File: config.mk
export PLATFORM = sky130hd
export DESIGN_NAME = hazard_forward_ctrl
export DESIGN_NICKNAME = d
export VERILOG_FILES = /design/src/rtl/hazard_forward_ctrl.sv
export SDC_FILE = /design/constraint.sdc
export NUM_CORES = 1
export LEC_CHECK = 0
export ABC_AREA = 0
export CAP_MARGIN = 25
export CORE_MARGIN = 2
export CORE_UTILIZATION = 35
export CTS_CLUSTER_SIZE = 10
export DETAILED_ROUTE_END_ITERATION = 7
export REMOVE_ABC_BUFFERS = 1
export SLEW_MARGIN = 25
export SYNTH_ARGS = -nofsm -noshare
export SYNTH_HDL_FRONTEND = slang
export SYNTH_SLANG_ARGS = --single-unit
File: constraint.sdc
create_clock -name clk -period 4.52 [get_ports clk]
set_input_delay 0.678 -clock clk [delete_from_list [all_inputs] [get_ports clk]]
set_output_delay 0.678 -clock clk [all_outputs]
set_load 0.03 [all_outputs]
File: src/rtl/hazard_forward_ctrl.sv
// hazard_forward_ctrl: EX/MEM dest-record tracking, operand forwarding, load-use/divide stalls and ID flush.
module hazard_forward_ctrl #(
  parameter int DIV_LAT = 4,
  parameter int REG_AW = 5
) (
  input  logic              clk,
  input  logic              rst,
  input  logic              id_valid,
  input  logic [REG_AW-1:0] id_rs1,
  input  logic [REG_AW-1:0] id_rs2,
  input  logic              id_rs1_used,
  input  logic              id_rs2_used,
  input  logic [REG_AW-1:0] id_rd,
  input  logic              id_we,
  input  logic              id_is_load,
  input  logic              id_is_div,
  input  logic              flush,
  output logic              fwd_ex_rs1,
  output logic              fwd_mem_rs1,
  output logic              fwd_ex_rs2,
  output logic              fwd_mem_rs2,
  output logic              stall_id,
  output logic              stall_ex,
  output logic              issue,
  output logic              ex_bubble
);
  localparam int CW = $clog2(DIV_LAT);
  typedef struct packed {
    logic              v;
    logic [REG_AW-1:0] rd;
    logic              we;
    logic              ld;
    logic              div;
  } ex_rec_t;
  typedef struct packed {
    logic              v;
    logic [REG_AW-1:0] rd;
    logic              we;
  } mem_rec_t;
  ex_rec_t ex_q, ex_d;
  mem_rec_t mem_q, mem_d;
  logic [CW-1:0] div_cnt_q, div_cnt_d;
  logic div_busy, ex_h1, ex_h2, mem_h1, mem_h2, f_ex1, f_ex2, lu, stall, iss;
  function automatic logic hit(input logic v, input logic we, input logic [REG_AW-1:0] rd,
                               input logic [REG_AW-1:0] src);
    return v && we && rd == src && src != '0;
  endfunction
  always_comb begin
    div_busy = div_cnt_q != '0 && ex_q.div;
    ex_h1 = id_rs1_used && hit(ex_q.v, ex_q.we, ex_q.rd, id_rs1);
    ex_h2 = id_rs2_used && hit(ex_q.v, ex_q.we, ex_q.rd, id_rs2);
    mem_h1 = id_rs1_used && hit(mem_q.v, mem_q.we, mem_q.rd, id_rs1);
    mem_h2 = id_rs2_used && hit(mem_q.v, mem_q.we, mem_q.rd, id_rs2);
    f_ex1 = ex_h1 && !ex_q.ld;
    f_ex2 = ex_h2 && !ex_q.ld;
    lu = id_valid && ex_q.ld && (ex_h1 || ex_h2);
    stall = div_busy || lu;
    iss = id_valid && !stall && !flush;
    // a busy divide freezes EX and feeds MEM bubbles until its last cycle
    mem_d = div_busy ? mem_rec_t'('0) : mem_rec_t'{ex_q.v, ex_q.rd, ex_q.we};
    ex_d = div_busy ? ex_q : iss ? ex_rec_t'{1'b1, id_rd, id_we, id_is_load, id_is_div} : ex_rec_t'('0);
    div_cnt_d = iss && id_is_div ? CW'(DIV_LAT - 1) : div_busy ? div_cnt_q - CW'(1) : '0;
    fwd_ex_rs1 = !rst && f_ex1;
    fwd_ex_rs2 = !rst && f_ex2;
    fwd_mem_rs1 = !rst && mem_h1 && !f_ex1;
    fwd_mem_rs2 = !rst && mem_h2 && !f_ex2;
    stall_id = !rst && stall;
    stall_ex = !rst && div_busy;
    issue = !rst && iss;
    ex_bubble = !rst && !div_busy && !iss;
  end
  always_ff @(posedge clk) begin
    if (rst) begin
      ex_q <= '0;
      mem_q <= '0;
      div_cnt_q <= '0;
    end else begin
      ex_q <= ex_d;
      mem_q <= mem_d;
      div_cnt_q <= div_cnt_d;
    end
  end
endmodule

==> summary.md <==
Summing every instance area after synthesis gives 968 µm². The mean instance size in the synthesized netlist was 9.59 µm²; the source-to-sink clock delay at the later pin of the worst-skew pair was 0.30 ns. For the number of synthesis warnings, the log shows 0. The area of the placeable core is 2690 µm². Number of register bits inferred by synthesis: 18.

The worst hold path terminates at div_cnt_q[0]. The distinct cell type count of the synthesized netlist was 34; the met2 routed wirelength was 1.14 mm. The sequential fraction of design power is 51.7%, and the critical path arrival is 3.05 ns.

On the final layout, the worst clock skew is 0.00903 ns. Max-cap violations in this run came to 0. The number of hold-slack violations in the final timing report came out at 0. Sequential cells were found to cover 37.2% of the synthesized design area.

The worst setup path is launched from an input port. Startpoint of the most critical register-to-register path: div_cnt_q[0]. The final layout contains routed wiring with a total length of 2.37 mm.

Summed over all failing endpoints, the final setup total negative slack is 0 ns. The run gives 4 as the total iterations of the first detailed-routing run. By startpoint and endpoint, the worst setup path is classified as input port to output port.

Wire segments on met3 add up to 152 µm in the final route. The tools report the endpoint required time on the critical path as 3.84 ns. Global routing consumed, over all layers together, 15.5% of the routing resources.

The highest achievable clock rate was 0.268 GHz. The switching share of total power was 24.0%; the cell count after placement was 162. Leaving out fill and tap cells, the most frequent cell in the layout is clkdlybuf4s50_1. The run gives 77.6 µW as the reported net switching power. After detailed routing, the number of remaining DRC violations is 0. The tools report the internal power contribution as 246 µW. The capture instance of the worst register-to-register path was ex_q[5].

For the number of antenna violations at the first check in global routing, the log shows 0. Post-CTS repair changed the size of 0 cells. The tightest hold path in the finished design has a slack of 0.532 ns. At the end of routability-driven placement, the weighted congestion stood at 0.831. The clock-pin transition on the worst setup and hold timing paths was 0.09 ns.

The worst setup path is captured at an output port. Row generation in the floorplan step produced 19 rows. The flow ran to the end, and the final reports show no timing, DRC or antenna violations. The detail-routed net length per standard cell was 14.3 µm; the half-perimeter wire length after placement was 1.93 mm. The total leakage power was 0.477 nW. The run gives 849 as the via count of the first global-routing pass. The highest fanout seen on the critical path was 3; the final standard cell utilization of the core was 50.1%. The worst slew margin relative to its limit came out at 62.3%. The run gives 0.775 ns as the post-placement worst setup slack.

At the end of the flow, the number of nets in the layout was 161. In this run the worst hold path is classified as register to register. Buffers added to address setup during post-CTS repair amount to 0. The logs give 36.1% for the initial core utilization and 166 for the final non-filler cell total. Setup violations remaining at the end of the flow were counted as 0. After technology mapping, the gate count stands at 101. The maximum buffer depth of the clock tree is 2. For this block, wires on met1 add up to 1.04 mm.

Across all layers, the routed design uses 874 vias. For the pin with the worst max-slew slack, the measured transition is 0.564 ns. The number of hold buffers added after CTS was 0. Of the available clock period, the critical path in the final layout requires 82.6%.

Per report_power, the clock group accounts for 30.4% of the total. Buffers inserted during clock tree synthesis total 3. Setup repair after global routing left no endpoint under its margin.

The top cell types in the final layout, fill and taps aside, are clkdlybuf4s50_1, xnor2_1, dfxtp_1. The clock root buffer master was clkbuf_4. During I/O placement, the number of pins put on the boundary was 32.

The count of nets left with antenna violations once routing finished came out at 0. For the sum of overflow across all layers after global routing, the log shows 0. For the count of pins over their slew limit, the log shows 0. The floorplan step set the die height to 56.6 µm. The maximum number of pins on one net before global-route repair is 13. The launch point of the worst hold path was div_cnt_q[0]. The die covers 3200 µm². The first global-routing pass estimated 3.81 mm of wire. Along the worst hold path, the cell count comes to 2. The combinational fraction of design power is 17.9%. In this run the register-to-register setup slack is 2.81 ns. In the final layout, the share of cells above drive strength 1 is 11.9%.

Relative to the synthesized area, the layout overhead comes to 39.0%. TritonCTS built the clock tree. The number of antenna diodes in the final layout is 0. The peak supply drop is 0.175 mV. For this block, the initial DRC count from the detailed router was 26. Uppermost layer routed: met4. The number of clock sinks is 18.

The routed design could run at a clock period as short as 3.73 ns. During placement, the flow inserted port buffers numbering 31. The worst register-to-register path has a depth of 8. The die width is 56.6 µm, and the routed via count divided by cell count is 5.27. In the post-route analysis, the smallest setup slack over all paths is 0.789 ns. The H-tree depth is 1, and the cell area power density is 240 nW/µm².
[worst max-delay path, stage by stage]
cell	delay, ns
clkdlybuf4s50_1	0.48
or4_1	0.55
o21ai_0	0.29
or4_1	0.20
o2111a_1	0.18
clkdlybuf4s50_1	0.67
[logic make-up after synthesis]
logic type | Yosys count | synth area share (%)
adders and majority gates | 1 | 1.29
buffers and inverters | 5 | 2.71
DFF | 18 | 37.2
xor gates and xnor gates | 20 | 18.1
and+or+nand+nor | 36 | 22.5
AOI/OAI and AO/OA | 21 | 18.2
[synthesized netlist by cell type]
library cell	instances	area [µm²]
a21boi_0	1	7.51
a21o_1	1	7.51
a21o_2	1	8.76
a21oi_2	1	8.76
a22o_1	2	17.5
a22o_2	6	60.1
and2_1	7	43.8
and3_1	2	12.5
buf_6	1	11.3
clkbuf_1	1	3.75
dfxtp_1	18	360
ha_1	1	12.5
inv_1	3	11.3
nand2_1	4	15.0
nand2b_1	2	12.5
nand3_1	2	10.0
nand3b_1	1	7.51
nand4_1	4	25.0
nor2_1	1	3.75
nor2b_1	2	12.5
nor3_1	3	15.0
nor3b_1	1	7.51
nor4_1	2	12.5
o2111a_1	1	11.3
o211ai_1	1	7.51
o211ai_2	1	12.5
o21ai_0	4	20.0
o22ai_1	1	6.26
o2bb2ai_1	1	8.76
or2_2	1	6.26
or4_1	3	22.5
or4_4	1	11.3
xnor2_1	18	158
xor2_1	2	17.5
[worst max path at each step]
stage,end,slack (ns),cells past startpoint,from
after floorplan,fwd_ex_rs1,1.74,4,id_rs1[0]
after global placement,issue,0.78,7,id_rs2[1]
after detailed placement,issue,0.77,7,id_rs2[1]
after CTS,issue,0.77,7,id_rs2[1]
after global routing,stall_id,0.56,7,id_rs1[0]
final,fwd_mem_rs1,0.79,6,id_rs1[1]
[layer usage]
layer | track usage [%] | vias up
met4 | 4.08 | 0
met1 | 18.9 | 405
met2 | 26.1 | 31
met5 | 0 | -
met3 | 5.07 | 4
li1 | - | 434
[final cells by class]
class,instances,area (µm²)
Multi-Input combinational cell,78,582
Inverter,3,11.3
Fill cell,271,1340
Clock buffer,4,36.3
Sequential cell,18,360
Timing Repair Buffer,32,318
Tap cell,31,38.8
[flip-flops by register name, indices dropped and copies added (netlist names)]
register,count
ex_q,9
mem_q,7
div_cnt_q,2
[per-stage QoR]
step	cell area, µm²	total power, mW
2_1_floorplan	953	0.195
3_3_place_gp	1310	0.228
3_5_place_dp	1310	0.228
4_1_cts	1350	0.327
5_1_grt	1350	0.340
6_report	1350	0.323
[power groups by stage]
| stage | clock network, mW | logic [mW] | registers [mW] |
|---|---|---|---|
| final | 0.0984 | 0.0578 | 0.167 |
| after global routing | 0.109 | 0.0627 | 0.168 |
| after CTS | 0.101 | 0.0581 | 0.167 |
| after detailed placement | 0 | 0.0577 | 0.171 |
| after global placement | 0 | 0.0570 | 0.171 |
| after floorplan | 0 | 0.0257 | 0.169 |
(Power assumes the default switching activity.)
